$ cat config.mk
export PLATFORM = sky130hd
export DESIGN_NAME = bar_move_scheduler_flat
export DESIGN_NICKNAME = d
export VERILOG_FILES = /design/src/rtl/bar_move_scheduler_if.sv /design/src/rtl/bar_move_scheduler.sv /design/src/flat_wrapper.sv
export SDC_FILE = /design/constraint.sdc
export NUM_CORES = 1
export LEC_CHECK = 0
export CORE_MARGIN = 10
export CORE_UTILIZATION = 60
export CTS_BUF_LIST = sky130_fd_sc_hd__clkbuf_4
export DETAILED_ROUTE_END_ITERATION = 7
export GPL_ROUTABILITY_DRIVEN = 1
export PLACE_DENSITY = 0.82
export SLEW_MARGIN = 15
export SYNTH_ARGS = -nofsm -noshare
export SYNTH_HDL_FRONTEND = slang
export SYNTH_SLANG_ARGS = --single-unit
$ cat constraint.sdc
create_clock -name clk_in -period 14.1 [get_ports clk_in]
set_input_delay 2.82 -clock clk_in [delete_from_list [all_inputs] [get_ports clk_in]]
set_output_delay 2.82 -clock clk_in [all_outputs]
set_load 0.05 [all_outputs]
$ cat src/rtl/bar_move_scheduler_if.sv
// bar_move_scheduler_if: move-request handshake between a requester and the bar scheduler
interface bar_move_scheduler_if;
    logic       req_valid;
    logic       req_ready;
    logic       req_bar;
    logic       req_incDec;
    logic [8:0] req_step;
    modport master (output req_valid, req_bar, req_incDec, req_step, input req_ready);
    modport slave  (input req_valid, req_bar, req_incDec, req_step, output req_ready);
endinterface

$ cat src/rtl/bar_move_scheduler.sv
// bar_move_scheduler: queues one move per bar and commits it, paced and aligned to blanking, round-robin
module bar_move_scheduler #(
    parameter int Y_INIT      = 195,
    parameter int BAR_H       = 90,
    parameter int Y_MIN       = 6,
    parameter int Y_MAX       = 479,
    parameter int PACE_CYCLES = 1048575
) (
    input  logic                 clk_in,
    input  logic                 i_rst,
    bar_move_scheduler_if.slave  req,
    input  logic                 o_active,
    output logic [8:0]           y_left,
    output logic [8:0]           y_right,
    output logic                 busy,
    output logic                 grant_bar
);
    typedef enum logic [1:0] {IDLE, PACE, WAIT_BLANK, COMMIT} state_t;
    localparam logic [10:0] Y_LO  = 11'(Y_MIN);
    localparam logic [10:0] Y_HI  = 11'(Y_MAX);
    localparam logic [10:0] H     = 11'(BAR_H);
    localparam logic [10:0] Y_SAT = 11'(Y_MAX - BAR_H + 1);
    localparam logic [19:0] PACE_LAST = 20'(PACE_CYCLES - 1);
    state_t      state;
    logic [1:0]  slot_valid;
    logic [1:0]  slot_inc;
    logic [8:0]  slot_step [2];
    logic        last_grant;
    logic [19:0] pace_cnt;
    logic [10:0] y_cur;
    logic [10:0] step;
    logic [8:0]  y_new;
    logic        accept;
    assign req.req_ready = !slot_valid[req.req_bar];
    assign accept = req.req_valid && req.req_ready;
    // 11-bit math keeps y+step+BAR_H clear of wrap-around before clamping
    always_comb begin
        y_cur = {2'b0, grant_bar ? y_right : y_left};
        step  = {2'b0, slot_step[grant_bar]};
        y_new = slot_inc[grant_bar]
              ? ((y_cur + step + H - 11'd1 <= Y_HI) ? 9'(y_cur + step) : 9'(Y_SAT))
              : ((y_cur >= Y_LO + step) ? 9'(y_cur - step) : 9'(Y_LO));
    end
    always_ff @(posedge clk_in or negedge i_rst) begin
        if (!i_rst) begin
            state      <= IDLE;
            y_left     <= 9'(Y_INIT);
            y_right    <= 9'(Y_INIT);
            slot_valid <= 2'b00;
            slot_inc   <= 2'b00;
            slot_step  <= '{default: '0};
            last_grant <= 1'b1;
            grant_bar  <= 1'b0;
            busy       <= 1'b0;
            pace_cnt   <= '0;
        end else begin
            case (state)
                IDLE: if (|slot_valid) begin
                    grant_bar <= (&slot_valid) ? !last_grant : slot_valid[1];
                    pace_cnt  <= '0;
                    busy      <= 1'b1;
                    state     <= PACE;
                end
                PACE: if (pace_cnt == PACE_LAST) state <= WAIT_BLANK;
                      else pace_cnt <= pace_cnt + 20'd1;
                WAIT_BLANK: if (!o_active) state <= COMMIT;
                COMMIT: begin
                    if (grant_bar) y_right <= y_new;
                    else y_left <= y_new;
                    slot_valid[grant_bar] <= 1'b0;
                    last_grant <= grant_bar;
                    busy       <= 1'b0;
                    state      <= IDLE;
                end
                default: state <= IDLE;
            endcase
            // the granted slot cannot be accepted during COMMIT, so this never races the clear above
            if (accept) begin
                slot_valid[req.req_bar] <= 1'b1;
                slot_inc[req.req_bar]   <= req.req_incDec;
                slot_step[req.req_bar]  <= req.req_step;
            end
        end
    end
endmodule

$ cat src/flat_wrapper.sv
// flat-port wrapper written by rule: the top's interface ports become plain ports
module bar_move_scheduler_flat 
#(
    parameter int Y_INIT      = 195,
    parameter int BAR_H       = 90,
    parameter int Y_MIN       = 6,
    parameter int Y_MAX       = 479,
    parameter int PACE_CYCLES = 1048575
)
  (clk_in, i_rst, o_active, y_left, y_right, busy, grant_bar, req_req_valid, req_req_bar, req_req_incDec, req_req_step, req_req_ready);
  bar_move_scheduler_if req_i ();
  input  logic clk_in;
  input  logic i_rst;
  input  logic o_active;
  output logic [8:0] y_left;
  output logic [8:0] y_right;
  output logic busy;
  output logic grant_bar;
  input wire logic [$bits(req_i.req_valid)-1:0] req_req_valid;
  input wire logic [$bits(req_i.req_bar)-1:0] req_req_bar;
  input wire logic [$bits(req_i.req_incDec)-1:0] req_req_incDec;
  input wire logic [$bits(req_i.req_step)-1:0] req_req_step;
  output wire logic [$bits(req_i.req_ready)-1:0] req_req_ready;
  assign req_i.req_valid = req_req_valid;
  assign req_i.req_bar = req_req_bar;
  assign req_i.req_incDec = req_req_incDec;
  assign req_i.req_step = req_req_step;
  assign req_req_ready = req_i.req_ready;
  bar_move_scheduler #(.Y_INIT(Y_INIT), .BAR_H(BAR_H), .Y_MIN(Y_MIN), .Y_MAX(Y_MAX), .PACE_CYCLES(PACE_CYCLES)) u_core (.clk_in(clk_in), .i_rst(i_rst), .req(req_i), .o_active(o_active), .y_left(y_left), .y_right(y_right), .busy(busy), .grant_bar(grant_bar));
endmodule
# --- Word level (Yosys, flattened, before mapping) ---
# Index checks and enable logic that the tools add are counted.
totals:
  reg_bits: 65
  latchBits: 0
  mem_bits_rw: 0
  romBits: 0
  in_bits: 15
  out_inout_bits: 21
  word_cells: 88
  memories: 0
classes:
  add_sub_neg: 6
  n_mul: 0
  n_div: 0
  magnitude_cmp: 9
  n_eq_ne: 8
  n_shift: 0
  n_mux: 31
  bitwise_logic: 6
  reduce_logical: 17
op_table:
  columns: ["op", "count"]
  rows:
  - ["two-way mux 9 bit", 8]
  - ["two-way mux 20 bit", 2]
  - ["case mux 20 bit (2 select lines)", 1]
  - ["adder 20 x 1 -> 20 bit (second input constant)", 1]
  - ["equality test 20 bit (second input constant)", 1]
  - ["bitwise mux 18 bit", 1]
  - ["adder 11 x 7 -> 11 bit (second input constant)", 1]
  - ["greater-or-equal comparator 9 x 11 -> 1 bit", 1]
  - ["<= comparator 11 x 9 -> 1 bit (second input constant)", 1]
  - ["subtractor 11 x 1 -> 11 bit (second input constant)", 1]
  - ["adder 3 x 9 -> 10 bit (first input constant)", 1]
  - ["adder 9 x 9 -> 10 bit", 1]
  - ["two-way mux 2 bit", 5]
  - ["AND reduction 2 bit", 5]
  - ["demux 9 bit (select 1 bit)", 1]
  - ["subtractor 9 bit", 1]
  - ["two-way mux 1 bit", 8]
  - ["case mux 2 bit (4 select lines)", 1]
  - ["AND reduction 3 bit", 2]
  - ["equality test 2 bit (second input constant)", 2]
  - ["greater-or-equal comparator 2 bit (second input constant)", 2]
  - ["logical AND 1 bit", 4]
  - ["< comparator 1 x 2 -> 1 bit (second input constant)", 2]
  - ["inequality test 2 x 1 -> 1 bit (second input constant)", 2]
  - ["other kinds (16)", 22]

# --- Logic depth before layout (Yosys ltp) ---
logic_depth:
  depth_word: 10
  depth_mapped: 17
  ltp_nobuf: 13

# --- Worst setup path after synthesis ---
# No wires, ideal clock.
synth_path:
  path_type: "input port to output port"
  from: "in req_req_bar"
  to: "out req_req_ready"
  t_arrival_ps: 3666
  required_time_ps: 11280
  setup_slack_ps: 7614
  stages: 1
  path_buffers: 0
  path_cell_list: "mux2i_1"
synth_via:
  elab_chain_len: 3
synth_rtl:
  columns: ["element", "line", "rtl"]
  rows:
  - ["from (decl)", "flat_wrapper.sv:20", "input wire logic [$bits(req_i.req_bar)-1:0] req_req_bar;"]
  - ["two-way mux 1 bit (implied by the code) (2 in series)", "bar_move_scheduler.sv:34", "assign req.req_ready = !slot_valid[req.req_bar];"]
  - ["zero test 1 bit", "bar_move_scheduler.sv:34", null]
  - ["to (decl)", "flat_wrapper.sv:23", "output wire logic [$bits(req_i.req_ready)-1:0] req_req_ready;"]
# Every way passes these cells. The select of a mux whose other input is x is not followed.

# --- Final worst setup path ---
# Same ends and word-level chain as after synthesis.

==> key figures <==
Critical path
  – Crit path arrival time: between 4 and 5 ns
  – Most frequent CP cell: clkdlybuf4s50_1
  – Critical Path Fanout Max: 3
  – Reg2reg end: u_core.y_right[2]
  – Worst setup path end: req_req_ready
  – Setup slack, reg-to-reg: 8.86 ns
  – Critical path capture point type: primary output
  – Crit. Startpoint: req_req_bar
  – Worst Reg-to-Reg Cells: 13
  – CP startpoint kind: input port
  – WS Path Type: input port to primary output
  – RR Startpoint: u_core.grant_bar
  – Worst-path cell chain: clkdlybuf4s50_1, mux2i_1, clkdlybuf4s50_1
  – Slowest stage delay, CP: 0.83 ns
  – Worst Path Required: between 10 and 15 ns
  – Crit path max-delay cell type: clkdlybuf4s50_1

Route
  – Post-DRT Antenna Nets: 0
  – Initial DRC count: 210
  – DR DRC count: 0
  – TritonRoute pass-1 iters: 4
  – Vias: between 3000 and 4000
  – WL/cell: about 17 um
  – WL final: ~10000 um
  – Post-DR vias/cell: between 6 and 7

Finish
  – FF+latch area: 1638 sq um
  – Final design utilization: 0.6976
  – Layout cells sized above 1: 0.1595
  – Antenna diodes: 0
  – P&R area growth vs syn: 11.29%
  – Final std cells w/o fill: about 610
  – Multi-input gate area: between 2000 and 3000 sq um
  – Final #Nets: 559
  – Fill count: 576

Timing
  – Fin crit share: 0.5097
  – Clk_skew: 0.03176 ns
  – Hold Fails Final Rpt: 0
  – Fin crit period: just over 7 ns
  – Worst slew pin tran: 1.068 ns
  – Normalized max-slew margin: 0.2864
  – Final setup viols: 0
  – Fmax: 139.1 MHz
  – Setup tns final: 0 ns
  – Slew Viols, Final: 0
  – RSZ-0062 raised after global routing: false
  – Fin Hold WS: just under 0.5 ns

Global routing
  – First-pass GRT wire length: roughly 18000 um
  – Vias in the first global route: between 3000 and 4000
  – Total track usage: 0.1857
  – Initial antenna violation count: 0
  – Largest net degree at the start of global routing: between 60 and 70
  – Gr ovfl total: 0

Placement
  – Placed Cells incl. Taps: approximately 600
  – RePlAce Congestion: around 0.89
  – Port buffer count: 35
  – HPWL after DPL: ~7600 um

Synthesis
  – Post-synth EDFFs: 0
  – Synth Cell Area: approximately 4600 sq um
  – Yosys cell types: slightly above 70
  – Post-synth top flop: dfrtp_1
  – Seq/Total Area, Yosys: 0.3546
  – Synth top area cells: dfrtp_1, ha_1, mux2_2
  – Top cell types by occurrence after synthesis: dfrtp_1, nor2_1, nand2_1
  – Ys async rst share: 1.000
  – Cell taking the most area after synthesis: dfrtp_1
  – Mapped Nets: around 530
  – Yosys reg bits: between 60 and 70
  – Yosys top cell area share: 0.3034
  – Syn Inst Count: ~480
  – Syn avg cell area: between 9 and 10 sq um
  – Most frequent cell after synthesis: dfrtp_1
  – Synth Warn #: 0

Clocking
  – # hold bufs at CTS: 0
  – Root buffer cell: clkbuf_4
  – CTS clk-pin slew, worst paths: 0.12 ns
  – Clock tree from TritonCTS: built
  – Post-CTS Setup Repair Bufs: 0
  – H-tree depth: 3
  – Clock Tree Buf Depth: 2
  – TritonCTS buffer count: 9
  – CTS resizes: 0
  – CTS Sinks: 65
  – Worst-Skew Late Latency: between 0.4 and 0.5 ns

Die
  – Die X: 107.7 um
  – Core outline area: 7370 sq um
  – I/O pin cnt: 36
  – Initial Util: 0.6268
  – Chip Height: roughly 110 um
  – Die ar.: between 10000 and 15000 sq um
  – Rows: 31

Power and ir drop
  – Peak VDD IR: approximately 0.000088 V
  – Pwr per Cell Area: approximately 130 nW/um^2
  – Lkg Pwr: ~2.3 nW

Status
  – Status: completed

Hold path
  – HP Class: flop to flop
  – Min-delay src: u_core.y_left[0]

Flow run
  – Max_cap viols: 0
power breakdown:
group / internal (W) / switching (W) / leakage, nW
clock: 0.0000719 / 0.0000805 / 0.0839
sequential: 0.000203 / 0.00000940 / 0.820
combinational: 0.000130 / 0.000184 / 1.36
worst min path at each step:
| stage | slack [ns] | to | depth (start not counted) |
|---|---|---|---|
| 2_1_floorplan | 0.46 | u_core.last_grant | 2 |
| 3_3_place_gp | 0.47 | u_core.y_right[0] | 2 |
| 3_5_place_dp | 0.48 | u_core.y_left[0] | 2 |
| 4_1_cts | 0.50 | u_core.y_left[0] | 2 |
| 5_1_grt | 0.52 | u_core.y_left[6] | 2 |
| 6_report | 0.49 | u_core.y_left[0] | 2 |
sequential cells by signal, summed over array words and instances, names as in the netlist:
register / cells
u_core.slot_valid: 2
u_core.pace_cnt: 20
u_core.y_right: 9
u_core.last_grant: 1
u_core.slot_inc: 2
u_core.grant_bar: 1
u_core.y_left: 9
u_core.busy: 1
u_core.state: 2
u_core.slot_step: 18
through the flow:
step	worst slack, ns	area [sq um]	total power (W)
floorplan	7.614	4619	0.0004688
global placement	6.943	4980	0.0005087
detailed placement	6.898	4980	0.0005229
CTS	6.893	5141	0.0006746
global route	6.846	5141	0.0007228
finish	6.913	5141	0.0006778
cell usage in the layout, fill, tap and decap left out, drive strengths merged, types with 11 or more instances in the layout:
| cell | Yosys | layout |
|---|---|---|
| xor2 | 15 | 15 |
| ha | 33 | 33 |
| o31ai | 12 | 12 |
| nand3 | 11 | 11 |
| a21oi | 16 | 16 |
| xnor2 | 17 | 17 |
| nor2 | 44 | 44 |
| o21ai | 20 | 20 |
| inv | 27 | 28 |
| dfrtp | 56 | 56 |
| mux2 | 31 | 31 |
| nand2 | 42 | 42 |
| clkdlybuf4s50 | 0 | 34 |
layer usage:
layer / routed length, um / vias to the layer above / GRT usage
met3: 453 / 15 / 0.03593
met4: 159 / 0 / 0.06202
met5: 0 / - / 0
met1: 4903 / 1810 / 0.2471
met2: 4836 / 77 / 0.2944
li1: - / 1781 / -
worst max-delay path: cells and delay by family:
| kind | cells | cell delay, ns |
|---|---|---|
| mux | 1 | 0.20 |
| buf+inv | 2 | 1.35 |
final cells by class:
type                       instances  share of cell area
clock buffer                       9             0.01314
clock inverter                     7             0.01825
inverter                          27             0.01971
multi-input combinational        366              0.5318
sequential                        65              0.3186
tap                               99             0.02409
timing repair buffer              40             0.07447
logic make-up after synthesis:
kind of cell / share of synthesized area
flops: 0.3546
xor+xnor: 0.06067
mux: 0.09507
simple gates: 0.1650
compound gates: 0.1731
fa+ha+maj: 0.09805
buf+inv: 0.05363
Power figures use the tool's default switching activity.
